$ cat src/rtl/forward_registered_pipe_if.sv
// Valid/ready bundle around forward_registered_pipe: upstream (m_*) and downstream (s_*) links.
// The slave modport is the pipe's view; the master modport is the surrounding logic's view.
interface forward_registered_pipe_if #(
  parameter int WIDTH = 8
);
  logic             m_valid;
  logic             m_ready;
  logic [WIDTH-1:0] m_data;
  logic             s_valid;
  logic             s_ready;
  logic [WIDTH-1:0] s_data;

  modport slave (
    input  m_valid, m_data, s_ready,
    output m_ready, s_valid, s_data
  );

  modport master (
    output m_valid, m_data, s_ready,
    input  m_ready, s_valid, s_data
  );
endinterface

$ cat src/rtl/forward_registered_pipe.sv
// DEPTH-stage valid/ready pipeline with every stage registering valid and data.
// Empty stages are always ready, so bubbles collapse under downstream stall.
module forward_registered_pipe #(
  parameter  int WIDTH = 8,
  parameter  int DEPTH = 3,
  localparam int CNT_W = $clog2(DEPTH + 1)
) (
  input  logic                    clk,
  input  logic                    rst_n,
  input  logic                    flush,
  forward_registered_pipe_if.slave bus,
  output logic [CNT_W-1:0]        occupancy
);

  logic             r_vld [DEPTH];
  logic [WIDTH-1:0] r_dat [DEPTH];

  logic [DEPTH-1:0] w_rdy;
  logic             w_in_vld [DEPTH];
  logic [WIDTH-1:0] w_in_dat [DEPTH];

  // Ready ripples from the output stage back towards the master.
  always_comb begin
    w_rdy            = '0;
    w_rdy[DEPTH-1]   = bus.s_ready | ~r_vld[DEPTH-1];
    for (int i = DEPTH - 2; i >= 0; i--) begin
      w_rdy[i] = w_rdy[i+1] | ~r_vld[i];
    end
  end

  assign bus.m_ready = w_rdy[0] & ~flush;
  assign bus.s_valid = r_vld[DEPTH-1];
  assign bus.s_data  = r_dat[DEPTH-1];

  genvar gi;
  generate
    for (gi = 0; gi < DEPTH; gi++) begin : g_stage
      if (gi == 0) begin : g_head
        assign w_in_vld[gi] = bus.m_valid;
        assign w_in_dat[gi] = bus.m_data;
      end else begin : g_body
        assign w_in_vld[gi] = r_vld[gi-1];
        assign w_in_dat[gi] = r_dat[gi-1];
      end

      // Data only moves with a valid beat, so idle cycles never disturb held payloads.
      always_ff @(posedge clk) begin
        if (!rst_n) begin
          r_vld[gi] <= 1'b0;
          r_dat[gi] <= '0;
        end else if (flush) begin
          r_vld[gi] <= 1'b0;
        end else if (w_rdy[gi]) begin
          r_vld[gi] <= w_in_vld[gi];
          if (w_in_vld[gi]) begin
            r_dat[gi] <= w_in_dat[gi];
          end
        end
      end
    end
  endgenerate

  always_comb begin
    occupancy = '0;
    for (int i = 0; i < DEPTH; i++) begin
      occupancy = occupancy + CNT_W'(r_vld[i]);
    end
  end

endmodule

$ cat src/flat_wrapper.sv
// flat-port wrapper written by rule: the top's interface ports become plain ports
module forward_registered_pipe_flat 
#(
  parameter  int WIDTH = 8,
  parameter  int DEPTH = 3,
  localparam int CNT_W = $clog2(DEPTH + 1)
)
  (clk, rst_n, flush, occupancy, bus_m_valid, bus_m_data, bus_s_ready, bus_m_ready, bus_s_valid, bus_s_data);
  forward_registered_pipe_if #(.WIDTH(WIDTH)) bus_i ();
  input  logic clk;
  input  logic rst_n;
  input  logic flush;
  output logic [CNT_W-1:0] occupancy;
  input wire logic [$bits(bus_i.m_valid)-1:0] bus_m_valid;
  input wire logic [$bits(bus_i.m_data)-1:0] bus_m_data;
  input wire logic [$bits(bus_i.s_ready)-1:0] bus_s_ready;
  output wire logic [$bits(bus_i.m_ready)-1:0] bus_m_ready;
  output wire logic [$bits(bus_i.s_valid)-1:0] bus_s_valid;
  output wire logic [$bits(bus_i.s_data)-1:0] bus_s_data;
  assign bus_i.m_valid = bus_m_valid;
  assign bus_i.m_data = bus_m_data;
  assign bus_i.s_ready = bus_s_ready;
  assign bus_m_ready = bus_i.m_ready;
  assign bus_s_valid = bus_i.s_valid;
  assign bus_s_data = bus_i.s_data;
  forward_registered_pipe #(.WIDTH(WIDTH), .DEPTH(DEPTH)) u_core (.clk(clk), .rst_n(rst_n), .flush(flush), .bus(bus_i), .occupancy(occupancy));
endmodule
$ cat config.mk
export PLATFORM = sky130hd
export DESIGN_NAME = forward_registered_pipe_flat
export DESIGN_NICKNAME = d
export VERILOG_FILES = /design/src/rtl/forward_registered_pipe_if.sv /design/src/rtl/forward_registered_pipe.sv /design/src/flat_wrapper.sv
export SDC_FILE = /design/constraint.sdc
export NUM_CORES = 1
export LEC_CHECK = 0
export CAP_MARGIN = 20
export CORE_ASPECT_RATIO = 1.5
export CORE_MARGIN = 2
export CORE_UTILIZATION = 40
export CTS_CLUSTER_SIZE = 40
export DETAILED_ROUTE_END_ITERATION = 7
export GPL_TIMING_DRIVEN = 0
export PLACE_DENSITY = 0.67
export SYNTH_ARGS = -nofsm -noshare
export SYNTH_HDL_FRONTEND = slang
export SYNTH_SLANG_ARGS = --single-unit
$ cat constraint.sdc
create_clock -name clk -period 1.7 [get_ports clk]
set_input_delay 0.425 -clock clk [delete_from_list [all_inputs] [get_ports clk]]
set_output_delay 0.425 -clock clk [all_outputs]
set_load 0.01 [all_outputs]
== Word level (Yosys, flattened, before mapping) ==
Memories as Yosys holds them, arrays and structs flattened.
Index checks and enable logic that the tools add are counted.
Storage, ports and cells
  flip-flop bits (word level): 0
  latch bits: 0
  bits in writable memories: 27
  memories: 2
  ROM bits: 0
  input port bits: 13
  output and inout bits: 12
Memories
  u_core.r_dat: depth 3, width 8, read ports 3, clocked after Yosys merged registers in 0, wr ports 3, RTL line forward_registered_pipe.sv:16  | logic [WIDTH-1:0] r_dat [DEPTH];
  u_core.r_vld: depth 3, width 1, read ports 3, clocked after Yosys merged registers in 0, wr ports 3, RTL line forward_registered_pipe.sv:15  | logic r_vld [DEPTH];
Cells by class
  divide/modulo/power cells: 0
  shift operators: 0
  order comparisons: 0
  multipliers: 0
  $add $sub $neg: 2
  eq/ne operators: 0
  bitwise logic cells: 17
  reduce and logical (&&, ||, !) cells: 0
  mux-type cells: 40
Operator list (number)
  1-bit two-way mux: 37
  8-bit two-way mux: 3
  1-bit bitwise OR: 12
  1-bit NOT: 4
  1-bit by 1-bit adder with 2-bit output: 1
  2-bit by 1-bit adder with 2-bit output: 1
  1-bit AND: 1

== Longest topological paths before layout ==
  word-level depth: 9
  gate-level depth with buffers: 4
  depth with buffers taken out: 2

== Least setup slack after synthesis ==
OpenSTA, ideal clock, no wires.
  path type: register to register
  start: memory u_core.r_vld[1]
  end: memory u_core.r_dat[1][0] (enable)
  arrival: 1.396 ns
  stages on the path, launching flop included: 4
  clock period less this slack: 1.780 ns
  path buffers: 1
  slack: -0.080 ns
  path through: edfxtp_1 -> buf_6 -> and3b_4 -> o21ai_0
RTL lines (RTL line)
  from (decl): forward_registered_pipe.sv:15
  to (decl): forward_registered_pipe.sv:16

==> metrics <==
placed inst area=1540 um^2; DR vias/cell=5.03; post-synthesis average cell area=14.9 um^2; maximum frequency from static timing analysis=559 MHz; GPL Wtd Cong=0.714; clock latency of the later-clocked register in the worst-skew pair=0.26 ns; primary flip-flop cell chosen by synthesis mapping=edfxtp_1; wire length of the first global-routing pass=3570 um; post-route minimum period=1.79 ns; Initial Util=42.5%; TritonCTS clock tree=done; area of the die=3600 um^2; GRT Residual Overflow=0; outcome=finished with violations; input/output buffers=24; critical path startpoint=u_core.r_vld[1]$_DFFE_PP_; Clock H-tree levels=1; post-synthesis sequential area ratio=64.0%; initial DRC count=11; critical register-to-register path startpoint=u_core.r_vld[1]$_DFFE_PP_; synthesized flop and latch total=27; unrepaired setup endpoints after global routing=yes; via count=785; Leak=0.613 nW; dpl hpwl=1500 um; reg-to-reg endpoint=u_core.r_dat[1][5]$_SDFFCE_PN0P_; worst path arrival time=1.36 ns; maximum count of clock buffers along a single path=2; leading post-synthesis cells by cell area=edfxtp_1 62%, nor3b_2 8.0%, and4_1 5.6%; maximum number of pins on one net before global-route repair=16; cell area after technology mapping=1250 um^2; Final Hold Vio Count=0; met3 routed WL=73 um; root cell of the clock tree=clkbuf_8; # DRC=0; maximum vdd drop=0.000588 V; final critical-path share of the clock period=105%; DR WL/cell=12.8 um; global-route usage over all layers=12.8%; area inside the core boundary=2940 um^2; required time at the endpoint of the critical path=1.27 ns; cell accounting for the most synthesized area=edfxtp_1; Layout area overhead=32.0%; Cell variety after synth=24; die width=49.7 um; fraction of registers with async set or reset after synthesis=0%; worst slew margin relative to its limit=71.1%; length of the first detailed-routing pass in iterations=3; post-synthesis net count=98; final setup vio count=3; total routed wirelength=1990 um; portion of synthesized cell area occupied by the leading cell type=62.4%; row cnt=24; area of all placed cells without fillers=1650 um^2; remaining antenna violation count=0; reported max-cap violation count=0; violations in the final reports=negative setup slack; I/O pin total=25; worst setup margin=-0.0878 ns; setup slack, reg-to-reg=0.09 ns; net total in the final layout=132; CTS Buf Count=3; class of the most critical hold timing path=flip-flop to flip-flop; count of pins over their slew limit=0; Critical Path Start Type=flip-flop; most frequent cells after synthesis=26 x edfxtp_1, 9 x nand2_1, 8 x and4_1, 8 x nor3b_2, 6 x nor3_1; Synth Instances=84; WS Path Type=flip-flop to output port; post-cts hold buffer count=0; met2 routed WL=1260 um; Clock transition at path regs=0.09 ns; endpoint of the most critical setup path=occupancy[0]; post-place setup slack=-0.669 ns; top layer reached by signal wires=met4; actual transition at the worst max-transition pin=0.434 ns; clock sink total=27; most frequently used cell type in the post-synthesis netlist=edfxtp_1; Fin Clk Skew=0.00326 ns; final core utilization=56.1%; ratio of cells with drive above 1 in the final layout=30.8%; number of fill cells in the layout=261; start point of the worst min-delay path=u_core.r_dat[1][1]$_SDFFCE_PN0P_; Post-synth EDFFs=26; CP max FO=2; Inserted Diodes=0; Die Height=72.5 um; number of warnings reported in the yosys synthesis log=0; endpoint type of the worst setup path=output port; vias in the first global route=841; initial antenna violation count=0; number of cells traversed by the worst register-to-register path=4; detailed-route wire length on metal 1=636 um; Pwr per Cell Area=748 nW/um^2
## routing by layer
layer	track usage, %	vias up
met5	0	-
met4	4.94	0
met3	2.06	4
met1	11.1	381
met2	27.4	21
li1	-	379
## kinds of logic (layout without fill, tap and decap cells)
kind of cell	after synthesis	in the layout	synth area share (%)
flip-flops	27	27	64.0
AND/OR/NAND/NOR	45	45	28.0
adder cells (fa/ha/maj)	1	1	1.60
buffers and inverters	7	40	4.40
AO/OA/AOI/OAI	4	4	2.00
## per-stage QoR
step           TNS, ns  hold slack, ns  cells  total power (W)
6_report        -0.235           0.588    156          0.00123
2_1_floorplan        0           0.537     84         0.000832
3_5_place_dp    -13.82           0.550    147         0.000893
3_3_place_gp    -12.94           0.547    147         0.000888
5_1_grt         -0.362           0.609    156          0.00128
4_1_cts         -0.513           0.589    156          0.00124
## where the power goes
| group | total (W) | switching (W) | internal, W | leakage, nW |
|---|---|---|---|---|
| sequential | 0.000767 | 0.00000837 | 0.000759 | 0.284 |
| clock | 0.000350 | 0.000186 | 0.000164 | 0.0255 |
| combinational | 0.000118 | 0.0000529 | 0.0000649 | 0.303 |
| total | 0.00123 | 0.000247 | 0.000987 | 0.613 |
## final cells by class
type / count / area [um^2] / area share (%)
plain buffers: 5 / 40.0 / 2.42
clock buffers: 3 / 41.3 / 2.50
clock inverters: 1 / 5.00 / 0.303
inverters: 1 / 3.75 / 0.227
multi-input cells: 50 / 425 / 25.8
flip-flops and latches: 27 / 802 / 48.6
well taps: 39 / 48.8 / 2.95
repair buffers: 30 / 285 / 17.3
## what timing repair did
action,in CTS,in global routing
resized for setup,20,2
pin swaps,1,2
buffers inserted,5,1
endpoints found under the setup margin,28,19
## how the worst min path moves through the flow
stage | slack, ns | endpoint | depth (start not counted)
global placement | 0.55 | u_core.r_dat[1][1]$_SDFFCE_PN0P_ | 1
floorplan | 0.54 | u_core.r_dat[1][1]$_SDFFCE_PN0P_ | 1
finish | 0.59 | u_core.r_dat[2][1]$_SDFFCE_PN0P_ | 1
detailed placement | 0.55 | u_core.r_dat[1][7]$_SDFFCE_PN0P_ | 1
global route | 0.61 | u_core.r_dat[2][7]$_SDFFCE_PN0P_ | 1
CTS | 0.59 | u_core.r_dat[1][4]$_SDFFCE_PN0P_ | 1
## state kept, by name (all words and copies together) (netlist names)
| name | flops |
|---|---|
| u_core.r_vld | 3 |
| u_core.r_dat | 24 |
## cells in the final DEF (no fill, tap or decap), drive strengths merged, types with 2 or more instances in the layout
cell type and n:
nand2b 3, nand2 9, clkbuf 3, and4 8, buf 13, edfxtp 26, clkdlybuf4s50 19, o21ai 2
nor2 2, nor3b 9, nor2b 2, nor3 8
## worst max-delay path, cell delays in order (launching register included)
cell and delay [ns]:
edfxtp_1 0.45, fa_1 0.52, buf_2 0.13
(Power assumes the default switching activity.)
